<file path="src/rtl/bitty_seq_pkg.sv">
// bitty_seq_pkg: shared state encoding and instruction constants for the bitty sequencer
// Contents: state_e FSM states, halt opcode, branch format tag, branch condition codes.
package bitty_seq_pkg;
  typedef enum logic [2:0] {S_IDLE, S_FETCH, S_DECODE, S_EXEC, S_WAIT, S_HALT} state_e;
  localparam logic [15:0] HALT_OPCODE = 16'hFFFF;
  localparam logic [1:0] FMT_BRANCH = 2'b10;
  localparam logic [1:0] COND_ALWAYS = 2'b00;
  localparam logic [1:0] COND_ZERO = 2'b01;
  localparam logic [1:0] COND_NZERO = 2'b10;
  localparam logic [1:0] COND_NEVER = 2'b11;
endpackage

</file>
<file path="src/rtl/bitty_seq_decode.sv">
// bitty_seq_decode: combinational classifier for halt / branch instructions
// Inputs: instr (instruction register), last_result (last core result).
// Outputs: is_halt, is_branch, branch_taken, branch_target (instr[15:4] fitted to PC_W).
module bitty_seq_decode
  import bitty_seq_pkg::*;
#(
  parameter int PC_W = 8
) (
  input  logic [15:0]     instr,
  input  logic [15:0]     last_result,
  output logic            is_halt,
  output logic            is_branch,
  output logic            branch_taken,
  output logic [PC_W-1:0] branch_target
);
  logic z;
  assign z = last_result == 16'h0000;
  assign is_halt = instr == HALT_OPCODE;
  assign is_branch = !is_halt && instr[1:0] == FMT_BRANCH;
  assign branch_taken = instr[3:2] == COND_ALWAYS || (instr[3:2] == COND_ZERO && z) ||
                        (instr[3:2] == COND_NZERO && !z);
  if (PC_W <= 12) begin : g_trunc
    assign branch_target = instr[PC_W+3:4];
  end else begin : g_ext
    assign branch_target = {{(PC_W-12){1'b0}}, instr[15:4]};
  end
endmodule

</file>
<file path="src/rtl/bitty_seq.sv">
// bitty_seq: program sequencer that fetches, dispatches to bitty, and executes branch/halt itself
// Ports: clk, reset (async active-low), start/stop control; imem_req/addr/valid/rdata fetch
// handshake; core_instr/core_run/core_done/core_result core interface; pc, busy, halted,
// instr_count status. Optional BITTY_SEQ_WDOG_EN adds wdog_err and a WAIT-state watchdog.
module bitty_seq
  import bitty_seq_pkg::*;
#(
  parameter int PC_W = 8,
  parameter int START_ADDR = 0,
  parameter int WDOG_CYCLES = 64
) (
  input  logic            clk,
  input  logic            reset,
  input  logic            start,
  input  logic            stop,
  output logic            imem_req,
  output logic [PC_W-1:0] imem_addr,
  input  logic            imem_valid,
  input  logic [15:0]     imem_rdata,
  output logic [15:0]     core_instr,
  output logic            core_run,
  input  logic            core_done,
  input  logic [15:0]     core_result,
  output logic [PC_W-1:0] pc,
  output logic            busy,
  output logic            halted,
  output logic [15:0]     instr_count
`ifdef BITTY_SEQ_WDOG_EN
  ,
  output logic            wdog_err
`endif
);
  localparam logic [PC_W-1:0] START = PC_W'(START_ADDR);
  state_e state_q, state_d;
  logic [PC_W-1:0] pc_q, pc_d, pc_inc, tgt;
  logic [15:0] ir_q, ir_d, ci_q, ci_d, cnt_q, cnt_d, last_q, last_d;
  logic stop_q, stop_d, pend, retire, is_halt, is_branch, taken;
`ifdef BITTY_SEQ_WDOG_EN
  logic [15:0] wd_q, wd_d;
  logic err_q, err_d;
  assign wdog_err = err_q;
`endif
  bitty_seq_decode #(.PC_W(PC_W)) u_dec (
    .instr(ir_q), .last_result(last_q), .is_halt(is_halt), .is_branch(is_branch),
    .branch_taken(taken), .branch_target(tgt)
  );
  assign pc_inc = pc_q + PC_W'(1);
  assign imem_req = state_q == S_FETCH;
  assign imem_addr = pc_q;
  assign pc = pc_q;
  assign core_instr = ci_q;
  assign core_run = state_q == S_EXEC;
  assign halted = state_q == S_HALT;
  assign busy = state_q != S_IDLE && state_q != S_HALT;
  assign instr_count = cnt_q;
  always_comb begin
    state_d = state_q;
    pc_d = pc_q;
    ir_d = ir_q;
    ci_d = ci_q;
    last_d = last_q;
    cnt_d = cnt_q;
    retire = 1'b0;
    pend = stop_q | stop;
    stop_d = busy ? pend : stop_q;
`ifdef BITTY_SEQ_WDOG_EN
    wd_d = '0;
    err_d = err_q;
`endif
    case (state_q)
      S_IDLE, S_HALT: if (start) begin
        state_d = S_FETCH;
        pc_d = START;
        cnt_d = '0;
        stop_d = 1'b0;
`ifdef BITTY_SEQ_WDOG_EN
        err_d = 1'b0;
`endif
      end
      S_FETCH: if (imem_valid) begin
        ir_d = imem_rdata;
        state_d = S_DECODE;
      end
      S_DECODE: if (is_halt) begin
        state_d = S_HALT;
        retire = 1'b1;
      end else if (is_branch) begin
        pc_d = taken ? tgt : pc_inc;
        retire = 1'b1;
        state_d = pend ? S_IDLE : S_FETCH;
      end else begin
        ci_d = ir_q;
        state_d = S_EXEC;
      end
      S_EXEC: state_d = S_WAIT;
      S_WAIT: if (core_done) begin
        last_d = core_result;
        pc_d = pc_inc;
        retire = 1'b1;
        state_d = pend ? S_IDLE : S_FETCH;
      end
`ifdef BITTY_SEQ_WDOG_EN
      else if (wd_q == 16'(WDOG_CYCLES - 1)) begin
        state_d = S_HALT;
        err_d = 1'b1;
      end else wd_d = wd_q + 16'd1;
`endif
      default: state_d = S_IDLE;
    endcase
    if (state_d == S_IDLE) stop_d = 1'b0;
    if (retire && cnt_q != 16'hFFFF) cnt_d = cnt_q + 16'd1;
  end
  always_ff @(posedge clk or negedge reset) begin
    if (!reset) begin
      state_q <= S_IDLE;
      pc_q <= START;
      ir_q <= '0;
      ci_q <= '0;
      cnt_q <= '0;
      last_q <= '0;
      stop_q <= 1'b0;
`ifdef BITTY_SEQ_WDOG_EN
      wd_q <= '0;
      err_q <= 1'b0;
`endif
    end else begin
      state_q <= state_d;
      pc_q <= pc_d;
      ir_q <= ir_d;
      ci_q <= ci_d;
      cnt_q <= cnt_d;
      last_q <= last_d;
      stop_q <= stop_d;
`ifdef BITTY_SEQ_WDOG_EN
      wd_q <= wd_d;
      err_q <= err_d;
`endif
    end
  end
endmodule

</file>
<file path="config.mk">
export PLATFORM = sky130hd
export DESIGN_NAME = bitty_seq
export DESIGN_NICKNAME = d
export VERILOG_FILES = /design/src/rtl/bitty_seq_pkg.sv /design/src/rtl/bitty_seq_decode.sv /design/src/rtl/bitty_seq.sv
export SDC_FILE = /design/constraint.sdc
export NUM_CORES = 1
export LEC_CHECK = 0
export BUFFER_PORTS_ARGS = -buffer_cell sky130_fd_sc_hd__buf_2
export CORE_MARGIN = 5
export CORE_UTILIZATION = 58
export CTS_CLUSTER_SIZE = 10
export DETAILED_ROUTE_END_ITERATION = 6
export GPL_ROUTABILITY_DRIVEN = 0
export PLACE_DENSITY = 0.86
export SYNTH_ARGS = -nofsm -noshare
export SYNTH_HDL_FRONTEND = slang
export SYNTH_SLANG_ARGS = --single-unit
</file>
<file path="constraint.sdc">
create_clock -name clk -period 4.5 [get_ports clk]
set_input_delay 0.45 -clock clk [delete_from_list [all_inputs] [get_ports clk]]
set_output_delay 0.45 -clock clk [all_outputs]
set_load 0.02 [all_outputs]
</file>
; ---- Yosys cells after proc, flatten, opt, wreduce, memory -nomap -nowiden
; Cells that the tools add are included.
[word_totals]
ff_bits = 76
input_bits = 38
output_inout_bits = 52
word_cells = 74
[classes]
addsub = 2
n_eq_ne = 15
mux = 24
bitwise_logic = 3
reduce_logical = 23
[op_table]
columns = operator, count
row1 = two-way mux 16 bit, 3
row2 = two-way mux 8 bit, 5
row3 = one-hot mux 8 bit (3 select lines), 1
row4 = "adder 16 x 1 -> 16 bit, second input constant", 1
row5 = "== test 16 bit, second input constant", 1
row6 = zero test 16 bit, 1
row7 = "!= test 16 bit, second input constant", 1
row8 = one-hot mux 3 bit (5 select lines), 1
row9 = two-way mux 3 bit, 4
row10 = "adder 8 x 1 -> 8 bit, second input constant", 1
row11 = two-way mux 1 bit, 8
row12 = "!= test 2 bit, second input constant", 4
row13 = "== test 3 x 2 -> 1 bit, second input constant", 2
row14 = "== test 3 bit, second input constant", 2
row15 = zero test 3 bit, 2
row16 = AND reduction 2 bit, 3
row17 = nonzero test 3 bit, 2
row18 = logical AND 1 bit, 5
row19 = AND reduction 5 bit, 1
row20 = "== test 2 bit, second input constant", 2
row21 = nonzero test 2 bit, 2
row22 = "== test 3 x 1 -> 1 bit, second input constant", 1
row23 = "!= test 3 bit, second input constant", 1
row24 = AND reduction 3 bit, 1
row25 = other kinds (9), 12

; ---- Depth between registers and ports, before layout
[logic_depth]
ltp_word = 9
ltp_mapped = 8
ltp_nobuf = 6

; ---- Hierarchy
; From an unflattened synthesis, not the netlist that was laid out.
[unflattened]
cells_unflattened = 333
hier_area_um2 = 3807.4
[modules_own_cells]
columns = mod, n_inst, cells_per_inst, area_per_inst_um2
row1 = bitty_seq, 1, 313, 3662.3
row2 = bitty_seq_decode, 1, 20, 145.1

; ---- Worst setup path before layout
; Ideal clock, no wire load.
[synth_timing]
kind = flip-flop to flip-flop
startpoint = register cnt_q[0] (netlist: instr_count[0])
endpoint = register cnt_q[3] (netlist: instr_count[3])
setup_ps = 126
arrival_ps = 2103
required_time_ps = 4374
path_slack_ps = 2271
stages_incl_launch_ff = 9
path_buffers = 2
path_cell_list = dfrtp_1 > ha_1 > nand3_1 > or3_1 > buf_2 > nor3_4 > buf_6 > nor4_1 > a221o_1
[synth_via]
elab_chain_len = 4
[synth_rtl]
columns = item, line
row1 = "start, declared", bitty_seq.sv:36  ; logic [15:0] ir_q, ir_d, ci_q, ci_d, cnt_q, cnt_d, last_q, last_d;
row2 = "start signal, assigned", bitty_seq.sv:131  ; cnt_q <= cnt_d;
row3 = "parallel branches: the longest is 4 deep, another holds adder 16 x 1 -> 16 bit", n/a
; Parallel ways; which one is timed is not known.
; A chain may end at the register's enable or synchronous reset.

; ---- Worst setup path after layout
[layout_timing]
startpoint = register state_q[1]
endpoint = register pc_q[0] (netlist: imem_addr[0])
[layout_via]
elab_chain_len = 4
[layout_rtl]
columns = item, line
row1 = "start, declared", bitty_seq.sv:34  ; state_e state_q, state_d;
row2 = "start signal, assigned", bitty_seq.sv:127  ; state_q <= state_d;
row3 = == test 3 bit / zero test 3 bit (equally long branches), bitty_seq.sv:70  ; case (state_q)
row4 = OR reduction 2 bit, bitty_seq.sv:70
row5 = != test 2 bit (no source line) / nonzero test 3 bit (equally long branches), n/a
row6 = AND reduction 5 bit (no source line), n/a
row7 = "end signal, assigned", bitty_seq.sv:128  ; pc_q <= pc_d;
row8 = "end, declared", bitty_seq.sv:35  ; logic [PC_W-1:0] pc_q, pc_d, pc_inc, tgt;
; Parallel ways exist; a longest one is shown, timed or not.

==> flow_metrics.tcl <==
set metrics [dict create \
    drc 0 \
    core_area_um2 6280 \
    fin_nets 438 \
    ys_seq_area_frac 0.512 \
    end_kind "flip-flop" \
    detail_route.wirelength_um 8410 \
    worstSetupPathType "flip-flop to flip-flop" \
    cp.required_ns 4.80 \
    die_h_um 90.0 \
    start_util 0.592 \
    numCtsBuffers 9 \
    synth_cells 316 \
    crit_family "simple AND/OR/NAND/NOR gates" \
    path_clk_slew_ns 0.08 \
    grt_pass1_vias 2978 \
    yosys_warnings 0 \
    htreeDepth 3 \
    yosys-top-cells-area "dfrtp_1 (51%), mux2_2 (16%), nor4_1 (2.4%), a221o_1 (2.2%), a211o_1 (1.6%)" \
    clk_latency_ns 0.36 \
    drive_gt1_frac 0.434 \
    grt_first_pass_wirelength_um 14600 \
    avgViaCountPerCell 6.03 \
    post_drt_wl_per_cell_um 17.5 \
    track_usage 0.220 \
    status "finished, final reports clean" \
    fin_crit_ns 2.89 \
    worst_pin_slew_ns 0.917 \
    dieArea_um2 8110 \
    drt_iter0_drc 162 \
    die_w_um 90.0 \
    yosysTopAreaCellShare 0.512 \
    synth_area_leader_cell "dfrtp_1" \
    synth_compound_area_frac 0.108 \
    synth_top_family_by_area "multiplexers" \
    grt_max_degree 77 \
    synth_area_um2 3720 \
    setup_violations 0 \
    start_kind "flip-flop" \
    critPathMaxStageDelay_ns 0.71 \
    num_io_pins 90 \
    worstPathMaxFanout 14 \
    preCtsSetupSlack_ns 1.74 \
    clock-root-buffer "clkbuf_8" \
    cts_setup_buffers 0 \
    powerDensity_nw_per_um2 654 \
    max_freq_ghz 0.346 \
    slew_headroom 0.388 \
    ys_ff_latch 76 \
    slew_violations 0 \
    grt_overflow_total 0 \
    finClkSkew_ns 0.0128 \
    hpwl_um 5900 \
    cts.sinks 76 \
    ir_drop_uv 491 \
    multi_input_area_um2 1670 \
    post_cts_resized 0 \
    synth_area_per_cell_um2 11.8 \
    final_hold_viol_count 0 \
    rsz0062_at_grt "false" \
    synth-async-reset-ratio 1.00 \
    cap_violations 0 \
    leakage_nw 2.10 \
    cts_tree "done" \
    seqCellArea_um2 1900 \
    yosys.area_share.simple 0.154 \
    cts_hold_buf 0 \
    synth.distinct_cells 47 \
    post_synth_fa_ha_maj_area_fraction 0.00673 \
    vias 2893 \
    finalSetupTns_ns 0 \
    fp-row-count 29 \
    dr.pass1.iters 4 \
    syn2layout_area_growth_pct 18.2 \
    hp-class "primary input to asynchronous set/reset pin" \
    antenna_found_initial 0 \
    syn-num-nets 356 \
    nFillCells 441 \
    path_cells "nor3b_1, nor2b_1, nor2_1, a2111oi_0, a21o_1" \
    synth-edff-count 0 \
    synthMuxAreaShare 0.171 \
    synth_common_cells "dfrtp_1 (76), mux2_2 (53), nand2_1 (15), nor4_1 (14), nor2_1 (12)" \
    numPortBuffers 89 \
    crit_buf_inv 0 \
    critPathSlowestCell "nor2b_1" \
    diodes 0 \
    ant_nets 0 \
    timing.final.ws_setup_ns 1.61 \
    clock_path_buffers 2 \
    period_share 0.642 \
    yosysMostFrequentCell "dfrtp_1" \
    synthFlopType "dfrtp_1" \
    cp.arrival_ns 3.19 \
    synthXorXnorAreaFrac 0.00471 \
]
final timing paths:
| check | from | endpoint | slack [ns] | cells after the start |
|---|---|---|---|---|
| worst min register to register | core_instr[12]$_DFFE_PN0P_ | core_instr[12]$_DFFE_PN0P_ | 0.51 | 1 |
| min in group clk | imem_rdata[15] | ir_q[15]$_DFFE_PN0P_ | 0.31 | 2 |
| worst min-delay path | reset | instr_count[11]$_DFFE_PN0P_ | 0.20 | 1 |
| worst max register to register | state_q[1]$_DFF_PN0_ | imem_addr[0]$_DFFE_PN0P_ | 1.61 | 5 |
| worst max-delay path | state_q[1]$_DFF_PN0_ | imem_addr[0]$_DFFE_PN0P_ | 1.61 | 5 |
| max in group asynchronous | reset | ir_q[5]$_DFFE_PN0P_ | 3.68 | 1 |
registers in the layout, indices dropped and copies added, names as in the netlist:
signal,flops
imem_addr,8
ir_q,16
last_q,16
core_instr,16
state_q,3
stop_q,1
instr_count,16
report_power, final:
| part | internal, W | switching [W] |
|---|---|---|
| Combinational | 0.000489 | 0.000592 |
| Sequential | 0.000948 | 0.000240 |
| Clock | 0.000333 | 0.000270 |
area by class of cell:
| type | instances | area share |
|---|---|---|
| Sequential cell | 76 | 0.433 |
| Clock buffer | 10 | 0.0313 |
| Tap cell | 77 | 0.0219 |
| Multi-Input combinational cell | 212 | 0.379 |
| Timing Repair Buffer | 92 | 0.107 |
| Inverter | 7 | 0.00598 |
| Clock inverter | 6 | 0.0216 |
metal layers:
metal	up-vias	wire, um	GRT usage
met5	-	0	0
met4	0	179	0.0968
met3	17	603	0.0643
met2	106	4140	0.342
met1	1415	3490	0.286
li1	1355	-	-
cells in the final DEF, fill, tap and decap left out, drive strengths merged, types with 6 or more instances in the layout:
master / n
dfrtp: 76
nand3: 6
o21ai: 11
nand2: 15
clkbuf: 10
inv: 9
a221o: 8
buf: 92
nor3: 10
or2: 6
and2: 7
nor2: 13
nand4: 9
nor4: 14
a211o: 7
mux2: 53
per-stage QoR:
| step | std cells | hold slack (ns) | cell area, um2 | total power (W) | utilization |
|---|---|---|---|---|---|
| 2_1_floorplan | 316 | 0.154 | 3720 | 0.00196 | - |
| 3_3_place_gp | 464 | 0.486 | 4160 | 0.00223 | 0.663 |
| 3_5_place_dp | 464 | 0.491 | 4160 | 0.00228 | 0.663 |
| 4_1_cts | 480 | 0.260 | 4390 | 0.00289 | 0.700 |
| 5_1_grt | 480 | 0.291 | 4390 | 0.00305 | 0.700 |
| 6_report | 480 | 0.197 | 4390 | 0.00287 | 0.700 |
cell families after synthesis:
logic type | after synthesis
simple gates | 101
flops | 76
mux | 57
compound gates | 50
buf+inv | 28
xor+xnor | 2
fa+ha+maj | 2
worst register-to-register path, delay by kind of cell, from the launching register on:
kind,cells,cell delay [ns]
AOI/OAI and AO/OA,2,0.56
DFF,1,0.62
and+or+nand+nor,3,1.65
(Power assumes the default switching activity.)
